--- src/rtl/logicnet_argmax_decoder_pkg.sv ---
// Shared logicnet definitions: argmax decoder FSM states and default sizing.
package logicnet_argmax_decoder_pkg;

  localparam int LN_NUM_CLASSES = 5;
  localparam int LN_SCORE_W     = 2;

  typedef enum logic [1:0] {
    ST_IDLE = 2'd0,
    ST_SCAN = 2'd1,
    ST_DONE = 2'd2
  } argmax_state_e;

endpackage

--- src/rtl/logicnet_argmax_decoder.sv ---
// Serial argmax over a registered vector of quantized class scores; one class per cycle.
// Handshakes: a transfer happens on a rising edge where valid&ready are both 1; valid never waits on ready.
module logicnet_argmax_decoder
  import logicnet_argmax_decoder_pkg::*;
#(
  parameter int NUM_CLASSES = LN_NUM_CLASSES,
  parameter int SCORE_W     = LN_SCORE_W,
  parameter int IDX_W       = $clog2(NUM_CLASSES)
) (
  input  logic                           clk,
  input  logic                           rst,
  input  logic                           in_valid,
  output logic                           in_ready,
  input  logic [NUM_CLASSES*SCORE_W-1:0] in_scores,
  output logic                           out_valid,
  input  logic                           out_ready,
  output logic [IDX_W-1:0]               out_class,
  output logic [SCORE_W-1:0]             out_score,
  output logic                           out_tie,
  output logic [1:0]                     dbg_state
);

  // One extra bit so the counter cannot wrap when NUM_CLASSES is a power of two.
  localparam int CNT_W = IDX_W + 1;

  argmax_state_e                  state_q, state_d;
  logic [NUM_CLASSES*SCORE_W-1:0] scores_q;
  logic [SCORE_W-1:0]             best_q, best_d;
  logic [IDX_W-1:0]               idx_q, idx_d;
  logic [CNT_W-1:0]               cnt_q;
  logic                           tie_q, tie_d;
  logic [SCORE_W-1:0]             cur_score;
  logic                           last_scan;
  logic                           accept;

  assign in_ready  = (state_q == ST_IDLE);
  assign out_valid = (state_q == ST_DONE);
  assign dbg_state = state_q;
  assign accept    = in_valid && in_ready;
  assign last_scan = (cnt_q == CNT_W'(NUM_CLASSES - 1));

  always_comb begin
    cur_score = '0;
    for (int k = 0; k < NUM_CLASSES; k++) begin
      if (cnt_q == CNT_W'(k)) cur_score = scores_q[k*SCORE_W +: SCORE_W];
    end
  end

  // Strict greater-than keeps the lowest index on equal scores.
  always_comb begin
    best_d = best_q;
    idx_d  = idx_q;
    tie_d  = tie_q;
    if (cur_score > best_q) begin
      best_d = cur_score;
      idx_d  = cnt_q[IDX_W-1:0];
      tie_d  = 1'b0;
    end else if (cur_score == best_q) begin
      tie_d  = 1'b1;
    end
  end

  always_comb begin
    state_d = state_q;
    case (state_q)
      ST_IDLE: if (accept) state_d = ST_SCAN;
      ST_SCAN: if (last_scan) state_d = ST_DONE;
      ST_DONE: if (out_ready) state_d = ST_IDLE;
      default: state_d = ST_IDLE;
    endcase
  end

  always_ff @(posedge clk or posedge rst) begin
    if (rst) begin
      state_q   <= ST_IDLE;
      scores_q  <= '0;
      best_q    <= '0;
      idx_q     <= '0;
      cnt_q     <= '0;
      tie_q     <= 1'b0;
      out_class <= '0;
      out_score <= '0;
      out_tie   <= 1'b0;
    end else begin
      state_q <= state_d;
      if (state_q == ST_IDLE && accept) begin
        scores_q <= in_scores;
        best_q   <= in_scores[SCORE_W-1:0];
        idx_q    <= '0;
        cnt_q    <= CNT_W'(1);
        tie_q    <= 1'b0;
      end else if (state_q == ST_SCAN) begin
        best_q <= best_d;
        idx_q  <= idx_d;
        tie_q  <= tie_d;
        cnt_q  <= cnt_q + CNT_W'(1);
        // Result registers change only here, so they hold through IDLE, SCAN and a stalled DONE.
        if (last_scan) begin
          out_class <= idx_d;
          out_score <= best_d;
          out_tie   <= tie_d;
        end
      end
    end
  end

endmodule

--- config.mk ---
export PLATFORM = sky130hd
export DESIGN_NAME = logicnet_argmax_decoder
export DESIGN_NICKNAME = d
export VERILOG_FILES = /design/src/rtl/logicnet_argmax_decoder_pkg.sv /design/src/rtl/logicnet_argmax_decoder.sv
export SDC_FILE = /design/constraint.sdc
export NUM_CORES = 1
export LEC_CHECK = 0
export BUFFER_PORTS_ARGS = -buffer_cell sky130_fd_sc_hd__buf_2
export CAP_MARGIN = 15
export CELL_PAD_IN_SITES_DETAIL_PLACEMENT = 1
export CELL_PAD_IN_SITES_GLOBAL_PLACEMENT = 1
export CORE_MARGIN = 10
export CORE_UTILIZATION = 40
export DETAILED_ROUTE_END_ITERATION = 7
export PLACE_DENSITY = 0.84
export SLEW_MARGIN = 20
export SYNTH_ARGS = -nofsm -noshare
export SYNTH_HDL_FRONTEND = slang
export SYNTH_SLANG_ARGS = --single-unit
--- constraint.sdc ---
create_clock -name clk -period 3.15 [get_ports clk]
set_input_delay 0.63 -clock clk [delete_from_list [all_inputs] [get_ports clk]]
set_output_delay 0.63 -clock clk [all_outputs]
set_load 0.005 [all_outputs]
==> results.json, run 1 <==
{
  "netlist-cell-type-count": 33,
  "hpwl_um": 2537,
  "post_cts_buffers": 0,
  "dieWidth_um": 79.30,
  "start_util_pct": 41.82,
  "cts.path.max_buffers": 2,
  "drt-vias-per-instance": 5.047,
  "p_sw_share_pct": 44.26,
  "pwr-share-comb_pct": 54.3,
  "holdBufCountCts": 0,
  "cts_tree": "yes",
  "reg2reg_depth": 10,
  "timing.rr.end": "idx_q[2]",
  "period_minus_slack_ns": 2.708,
  "remaining_drc_errors": 0,
  "fillers": 423,
  "syn_to_final_growth_pct": 12.63,
  "die_y_um": 79.30,
  "power.leakage_nw": 0.8015,
  "p_per_area_mw_per_mm2": 1155,
  "highest_layer": "met4",
  "cp_num_buf_inv": 1,
  "wl_met1_um": 1432,
  "dieArea_mm2": 0.006288,
  "run_status": "finished clean",
  "drive_above_1_share_pct": 21.08,
  "num_vias": 1070,
  "clkPwrFrac_pct": 9.7,
  "worstMarginPinSlew_ns": 0.5980,
  "synth-seq-cells": 28,
  "tns_ns": 0,
  "cp_data_arrival_time_ns": 2.94,
  "io_pins": 24,
  "relSlewSlack_pct": 60.07,
  "firstDrtPassIters": 4,
  "r2r_start": "cnt_q[0]",
  "p_sw_mw": 0.8095,
  "final-seq-area_um2": 700.7,
  "grt-ovfl-total": 0,
  "fin_worst_skew_ns": 0.004770,
  "wl_met3_um": 157,
  "hold_path_class": "in -> async",
  "grt_pass1_vias": 1219,
  "gp_congestion": 0.8255,
  "core_area_mm2": 0.003363,
  "worst_hold_slack_ns": 0.3438,
  "clk_latency_ns": 0.33,
  "cts.clk_slew.worst_paths_ns": 0.15,
  "met2WireLength_um": 1623,
  "grt_max_degree": 29,
  "crit_slowest_cell": "dfrtp_1",
  "syn_inst": 145,
  "synth_area_mm2": 0.001406,
  "ys.flop_type": "dfrtp_1",
  "seqPwrFrac_pct": 36.0,
  "ant_nets": 0,
  "yosys_warnings": 0,
  "cts.sinks": 28,
  "async_reset_ff_share_pct": 100.0,
  "irDropWorstVdd_uv": 315.8,
  "avgSynthCellArea_um2": 9.699,
  "multi_input_area_um2": 648.1,
  "wl_um": 3232,
  "numCtsBuffers": 3,
  "yosysSeqAreaShare_pct": 49.82,
  "timing.final.hold_violations": 0,
  "critPathTopFamily": "compound AO/OA/AOI/OAI gates",
  "setup_viol": 0,
  "cts_resized": 0,
  "max_cap_violations": 0,
  "rsz0062_at_grt": "no",
  "fmax_mhz": 369.3,
  "drtIter0Drc": 59,
  "num_antenna_cells": 0,
  "crit_top_cell": "ha_1",
  "crit_fanout": 7,
  "antenna_found_initial": 0,
  "portBuffers": 23,
  "layout_common_cells": "nand2_1, dfrtp_1, buf_2",
  "total_power_mw": 1.829,
  "maxSlewViolCount": 0,
  "synth_edf_count": 0,
  "grt_pass1_wl_um": 5609,
  "syn-num-nets": 166,
  "htree_levels": 1,
  "max_stage_delay_ns": 0.51,
  "rows": 21,
  "fin_crit_sh_pct": 85.97,
  "worst-setup-path-type": "reg -> reg",
  "cp-end-kind": "register",
  "required_ns": 3.38,
  "r2r_slack_ns": 0.44,
  "start_kind": "register",
  "nNetsFinal": 188,
  "p_int_mw": 1.019,
  "layout_commonest_cell": "nand2_1",
  "wl_per_cell_um": 15.25,
  "crit_chain": "inv_1 > ha_1 > nor3b_2 > a2111oi_4 > a22oi_1 > ha_1 > and2b_1 > o21ai_4 > mux2_2 > a22o_1",
  "grt_usage_pct": 11.02,
  "cts-root-buf": "clkbuf_4"
}
-- metal layers --
| metal | track usage [%] | vias to the layer above |
|---|---|---|
| li1 | - | 532 |
| met1 | 12.20 | 514 |
| met2 | 19.74 | 22 |
| met3 | 3.266 | 2 |
| met4 | 3.405 | 0 |
| met5 | 0 | - |
-- sequential cells by signal, summed over array words and instances (netlist names) --
name / count
best_q: 2
cnt_q: 4
dbg_state: 2
idx_q: 3
out_class: 3
out_score: 2
out_tie: 1
scores_q: 10
tie_q: 1
-- Yosys cell counts, types with 3 or more instances --
cell / instances / area [um^2]
a22o_1: 3 / 26.28
dfrtp_1: 28 / 700.7
o21ai_1: 7 / 35.03
nor2_1: 3 / 11.26
o21ai_0: 7 / 35.03
buf_2: 4 / 20.02
mux2i_1: 3 / 30.03
nand3_1: 6 / 30.03
ha_1: 7 / 87.58
nand2_1: 41 / 153.9
inv_1: 7 / 26.28
-- logic make-up after synthesis --
family,after synthesis,synth area share [%]
AO/OA/AOI/OAI,33,17.88
adder cells (fa/ha/maj),7,6.227
buffers and inverters,13,4.093
flip-flops,28,49.82
multiplexers,4,2.936
AND/OR/NAND/NOR,60,19.04
-- power by group through the flow --
stage / clock network (mW) / registers [mW] / logic (mW)
finish: 0.177 / 0.658 / 0.993
global route: 0.202 / 0.680 / 1.14
CTS: 0.185 / 0.660 / 1.01
detailed placement: 0 / 0.671 / 1.01
global placement: 0 / 0.655 / 0.940
floorplan: 0 / 0.624 / 0.798
-- cell type report --
cell class / instances / share of cell area, %
Clock buffer: 4 / 2.291
Inverter: 7 / 1.659
Multi-Input combinational cell: 104 / 40.92
Sequential cell: 28 / 44.23
Tap cell: 46 / 3.633
Timing Repair Buffer: 23 / 7.267
-- stage by stage --
step | setup slack, ns | utilization (%) | instances | area [um^2]
2_1_floorplan | 0.8024 | - | 145 | 1406
3_3_place_gp | 0.6000 | 46.02 | 208 | 1548
3_5_place_dp | 0.4589 | 46.02 | 208 | 1548
4_1_cts | 0.4410 | 47.10 | 212 | 1584
5_1_grt | 0.2210 | 47.10 | 212 | 1584
6_report | 0.4419 | 47.10 | 212 | 1584
-- worst register-to-register path, delay by kind of cell, from the launching register on --
family                     cells  cell delay [ns]
AOI/OAI and AO/OA              4             0.74
muxes                          1             0.30
adders and majority gates      2             0.48
buffers and inverters          1             0.13
DFF                            1             0.51
and+or+nand+nor                2             0.45
-- worst max-delay path by stage --
| stage | startpoint | to | slack (ns) | cells after the start |
|---|---|---|---|---|
| final | cnt_q[0] | idx_q[2] | 0.44 | 10 |
| after global routing | cnt_q[0] | idx_q[0] | 0.22 | 11 |
| after CTS | cnt_q[0] | idx_q[2] | 0.44 | 10 |
| after detailed placement | cnt_q[0] | idx_q[0] | 0.46 | 10 |
| after global placement | cnt_q[0] | idx_q[0] | 0.60 | 10 |
| after floorplan | cnt_q[0] | idx_q[0] | 0.80 | 10 |
Note: power is estimated with default switching activity, not from simulation.
==> inputs of run 2 (changes only) <==
- clock period: 3.15 -> 2.55 ns (I/O delays scaled with it)
==> run 2 against run 1 <==
Compared with the run above:
- the flow now finishes with violations (setup timing)
- combinational power grew 61%
- via count up 6.9%
- cell count grew 4.2%
- setup slack worse by 0.45 ns
- design area increased by 12%
- first-iteration DRC count decreased by 46%
- clock-buffer cell count shrank 1
- register-to-register slack got worse by 0.45 ns
- sequential share of layout area fell by 4.5 points
- hold slack worse by 0.13 ns
- flip-flop and latch count did not move
- die area stayed put
- critical endpoint is now out_score[0]
- largest cell class is now multi-input gates
- largest power group unchanged
==> results.json, run 2 (same netlist as run 1, synthesis figures left out) <==
{
  "htree_levels": 1,
  "portBuffers": 23,
  "grt_usage_pct": 11.40,
  "numCtsBuffers": 3,
  "p_int_mw": 1.551,
  "timing.rr.end": "out_score[0]",
  "hold_path_class": "in -> async",
  "max_cap_violations": 0,
  "p_sw_share_pct": 43.62,
  "crit_chain": "inv_2 > ha_4 > a21oi_2 > o21ai_2 > a22oi_2 > o31ai_2 > ha_1 > and2b_2 > o21ai_4 > a211oi_1 > o31ai_2",
  "crit_top_cell": "o31ai_2",
  "wl_um": 3779,
  "die_y_um": 79.30,
  "maxSlewViolCount": 0,
  "pre_cts_ws_ns": -0.1133,
  "reg.largest.list": "scores_q: 10 flops, cnt_q: 4 flops",
  "run_status": "finished with violations",
  "layout_commonest_cell": "nand2_1",
  "num_antenna_cells": 0,
  "fmax_mhz": 390.6,
  "wl_per_cell_um": 17.10,
  "core_area_mm2": 0.003363,
  "cts-root-buf": "clkbuf_4",
  "worst_hold_slack_ns": 0.2105,
  "gp_congestion": 0.8302,
  "fin_crit_sh_pct": 100.4,
  "cts.sinks": 28,
  "grt_use_met1_pct": 12.67,
  "drt-vias-per-instance": 5.176,
  "start_util_pct": 41.82,
  "rsz0062_at_grt": "yes",
  "num_vias": 1144,
  "power.leakage_nw": 0.8590,
  "clk_latency_ns": 0.34,
  "reg2reg_depth": 11,
  "finalWorstSetupSlack_ns": -0.01037,
  "use_met2_pct": 20.72,
  "p_per_area_mw_per_mm2": 1554,
  "total_power_mw": 2.752,
  "seqPwrFrac_pct": 31.1,
  "grt_pass1_wl_um": 5782,
  "start_kind": "register",
  "max_stage_delay_ns": 0.49,
  "cts.path.max_buffers": 2,
  "required_ns": 2.80,
  "grt_most_used_layer": "met2",
  "relSlewSlack_pct": 61.01,
  "violations": "setup timing",
  "layout_common_cells": "nand2_1, dfrtp_1, buf_2",
  "r2r_slack_ns": -0.01,
  "timing.final.hold_violations": 0,
  "ant_nets": 0,
  "drtIter0Drc": 32,
  "hpwl_um": 2456,
  "rows": 21,
  "top_register": "scores_q",
  "worstMarginPinSlew_ns": 0.5837,
  "drive_above_1_share_pct": 34.86,
  "crit_fanout": 7,
  "grt_pass1_vias": 1219,
  "clkPwrFrac_pct": 10.8,
  "cp-end-kind": "register",
  "tns_ns": -0.01173,
  "period_minus_slack_ns": 2.560,
  "cts.clk_slew.worst_paths_ns": 0.16,
  "fin_worst_skew_ns": 0.01514,
  "antenna_found_initial": 0,
  "grt_max_degree": 29,
  "grtUsageMet3_pct": 2.703,
  "r2r_start": "cnt_q[1]",
  "crit_slowest_cell": "dfrtp_2",
  "cp_data_arrival_time_ns": 2.81,
  "pwr-share-comb_pct": 58.2,
  "syn_to_final_growth_pct": 25.89,
  "remaining_drc_errors": 0,
  "io_pins": 24,
  "irDropWorstVdd_uv": 530.9,
  "dieWidth_um": 79.30,
  "setup_viol": 2,
  "holdBufCountCts": 0,
  "dieArea_mm2": 0.006288,
  "cts_tree": "yes",
  "grt-ovfl-total": 0,
  "largest_reg_flops": 10,
  "p_sw_mw": 1.200,
  "firstDrtPassIters": 4,
  "worst-setup-path-type": "reg -> reg",
  "nNetsFinal": 197
}
run 2: how the worst max path moves through the flow:
stage,from,to,slack (ns),cells past startpoint
2_1_floorplan,cnt_q[0],idx_q[0],0.20,10
3_3_place_gp,cnt_q[0],idx_q[0],-0.004,10
3_5_place_dp,cnt_q[0],idx_q[2],-0.11,10
4_1_cts,cnt_q[0],out_score[0],0.001,11
5_1_grt,cnt_q[1],out_class[2],-0.14,11
6_report,cnt_q[1],out_score[0],-0.01,11
run 2: power groups by stage:
stage / Combinational (mW) / Sequential, mW / Clock, mW
4_1_cts: 1.37 / 0.817 / 0.301
3_3_place_gp: 1.16 / 0.809 / 0
3_5_place_dp: 1.23 / 0.827 / 0
6_report: 1.60 / 0.855 / 0.296
2_1_floorplan: 0.986 / 0.770 / 0
5_1_grt: 1.78 / 0.877 / 0.316
run 2: cell type report:
type / instances / area (um^2)
inverters: 7 / 28.78
clock buffers: 3 / 22.52
fillers: 403 / 1593
clock inverters: 1 / 30.03
well taps: 46 / 57.56
repair buffers: 32 / 182.7
flip-flops and latches: 28 / 703.2
multi-input cells: 104 / 745.7
run 2: timing repair:
item	4_1_cts	5_1_grt
pin swaps	4	5
gates resized for setup	12	14
hold endpoints to repair	0	0
setup buffers	3	5
endpoints found under the setup margin	8	10
run 2: worst max-delay path: cells and delay by family, from the launching register on:
| kind | cells | cell delay (ns) |
|---|---|---|
| simple gates | 1 | 0.24 |
| buf+inv | 1 | 0.10 |
| fa+ha+maj | 2 | 0.49 |
| flops | 1 | 0.49 |
| compound gates | 7 | 1.13 |
run 2: stage by stage:
stage / utilization (%) / std cells / area, um^2
global placement: 46.24 / 209 / 1555
CTS: 49.40 / 216 / 1662
detailed placement: 46.24 / 209 / 1555
finish: 52.64 / 221 / 1770
floorplan: - / 145 / 1406
global route: 52.64 / 221 / 1770
run 2: per-layer routing:
| metal | part of all wire [%] | wire (um) |
|---|---|---|
| met4 | 1.4 | 52 |
| met3 | 3.7 | 140 |
| met1 | 44 | 1671 |
| met2 | 51 | 1915 |
| met5 | 0 | 0 |
==> inputs of run 3 (changes only) <==
- BUFFER_PORTS_ARGS: -buffer_cell sky130_fd_sc_hd__buf_2 -> -buffer_cell sky130_fd_sc_hd__buf_4
==> run 3 against run 2 <==
Compared with the run above:
- largest cell class unchanged
- global-route usage rose by 0.79 points
- sequential power rose by 1%
- setup slack improved by 0.052 ns
- first-iteration DRC count fell by 28%
- total power rose by 3.2%
- the run now ends clean
- via count rose by 2.1%
- largest power group unchanged
- non-clock buffer count rose by 2
- routed wire length rose by 7.0%
- combinational power rose by 11%
- register-to-register slack improved by 0.05 ns
- clock-buffer cell count did not move
==> results.json, run 3 (same netlist as run 1, synthesis figures left out) <==
{
  "run_status": "finished clean",
  "p_sw_mw": 1.286,
  "nNetsFinal": 199,
  "layout_common_cells": "nand2_1, buf_4, dfrtp_1",
  "max_stage_delay_ns": 0.51,
  "timing.rr.end": "out_class[1]",
  "rows": 21,
  "reg2reg_depth": 11,
  "remaining_drc_errors": 0,
  "total_power_mw": 2.838,
  "numCtsBuffers": 3,
  "fin_crit_sh_pct": 98.37,
  "cp-end-kind": "register",
  "wl_per_cell_um": 18.21,
  "clkPwrFrac_pct": 6.7,
  "placed_area_mm2": 0.001613,
  "htree_levels": 1,
  "seqPwrFrac_pct": 30.5,
  "portBuffers": 23,
  "ant_nets": 0,
  "r2r_slack_ns": 0.04,
  "power.leakage_nw": 0.8741,
  "crit_slowest_cell": "dfrtp_2",
  "rsz0062_at_grt": "yes",
  "hpwl_um": 2621,
  "worst-setup-path-type": "reg -> reg",
  "cp_data_arrival_time_ns": 2.73,
  "drive_above_1_share_pct": 38.07,
  "placed_cells": 209,
  "drt-vias-per-instance": 5.261,
  "grt_pass1_vias": 1260,
  "io_pins": 24,
  "fin_worst_skew_ns": 0.002136,
  "die_y_um": 79.30,
  "required_ns": 2.77,
  "multi_input_area_um2": 777.0,
  "num_antenna_cells": 0,
  "drtIter0Drc": 23,
  "largest_reg_flops": 10,
  "hold_path_class": "in -> async",
  "pre_cts_ws_ns": -0.2145,
  "cts.path.max_buffers": 2,
  "cts_tree": "yes",
  "p_per_area_mw_per_mm2": 1537,
  "fin_cells": 222,
  "fin_util_pct": 54.91,
  "grt-ovfl-total": 0,
  "final-seq-area_um2": 703.2,
  "fillers": 394,
  "p_sw_share_pct": 45.32,
  "syn_to_final_growth_pct": 31.32,
  "firstDrtPassIters": 3,
  "core_area_mm2": 0.003363,
  "layout_commonest_cell": "nand2_1",
  "gp_congestion": 0.8337,
  "worstMarginPinSlew_ns": 0.5396,
  "max_cap_violations": 0,
  "cts-root-buf": "clkbuf_4",
  "r2r_start": "cnt_q[0]",
  "grt_max_degree": 29,
  "clk_latency_ns": 0.33,
  "grt_usage_pct": 12.19,
  "crit_fanout": 7,
  "num_vias": 1168,
  "antenna_found_initial": 0,
  "relSlewSlack_pct": 63.95,
  "reg.largest.list": "scores_q: 10 flops, cnt_q: 4 flops",
  "period_minus_slack_ns": 2.508,
  "fmax_mhz": 398.6,
  "start_util_pct": 41.82,
  "setup_viol": 0,
  "maxSlewViolCount": 0,
  "p_int_mw": 1.552,
  "finalWorstSetupSlack_ns": 0.04152,
  "start_kind": "register",
  "grt_pass1_wl_um": 6154,
  "cts.clk_slew.worst_paths_ns": 0.15,
  "cts.sinks": 28,
  "dieWidth_um": 79.30,
  "worst_hold_slack_ns": 0.2172,
  "tns_ns": 0,
  "pwr-share-comb_pct": 62.8,
  "irDropWorstVdd_uv": 536.9,
  "dieArea_mm2": 0.006288,
  "crit_chain": "inv_4 > ha_4 > buf_4 > and3b_2 > nand2_2 > o31ai_4 > ha_4 > and2b_2 > o21ai_4 > mux2i_1 > o21ai_1",
  "top_register": "scores_q",
  "crit_top_cell": "ha_4",
  "timing.final.hold_violations": 0,
  "post-route-cell-area_mm2": 0.001847,
  "wl_um": 4042
}
run 3: metal layers:
metal | global-route usage, % | part of all wire [%]
met3 | 3.153 | 4.6
met1 | 12.73 | 42
met4 | 5.556 | 1.8
met2 | 22.27 | 52
met5 | 0 | 0
run 3: how the worst max path moves through the flow:
stage / from / endpoint / cells past startpoint
4_1_cts: cnt_q[0] / out_class[1] / 11
5_1_grt: cnt_q[0] / out_class[1] / 10
2_1_floorplan: cnt_q[0] / idx_q[0] / 10
6_report: cnt_q[0] / out_class[1] / 11
3_3_place_gp: cnt_q[0] / idx_q[1] / 10
3_5_place_dp: cnt_q[0] / out_score[0] / 9
run 3: what timing repair did:
item,in CTS,in global routing
hold buffers,0,0
gates resized for setup,22,11
hold endpoints to repair,0,0
gates cloned,0,0
setup endpoints to repair,10,10
pin swaps,14,10
setup buffers,7,3
run 3: power groups by stage:
stage / Combinational, mW / Clock, mW / Sequential [mW]
after floorplan: 0.986 / 0 / 0.770
after global placement: 1.20 / 0 / 0.813
after detailed placement: 1.30 / 0 / 0.835
after CTS: 1.56 / 0.190 / 0.849
after global routing: 1.95 / 0.208 / 0.892
final: 1.78 / 0.190 / 0.866
run 3: critical path, delay by kind of cell (launching register included):
family / cells / cell delay, ns
adders and majority gates: 2 / 0.42
and+or+nand+nor: 3 / 0.56
muxes: 1 / 0.26
AOI/OAI and AO/OA: 3 / 0.43
buffers and inverters: 2 / 0.21
DFF: 1 / 0.51
run 3: final cells by class:
class                      count  share of cell area, %
inverter                       7                  1.694
multi-input combinational    104                  42.07
sequential                    28                  38.08
tap                           46                  3.117
clock buffer                   3                  1.220
timing repair buffer          34                  13.82
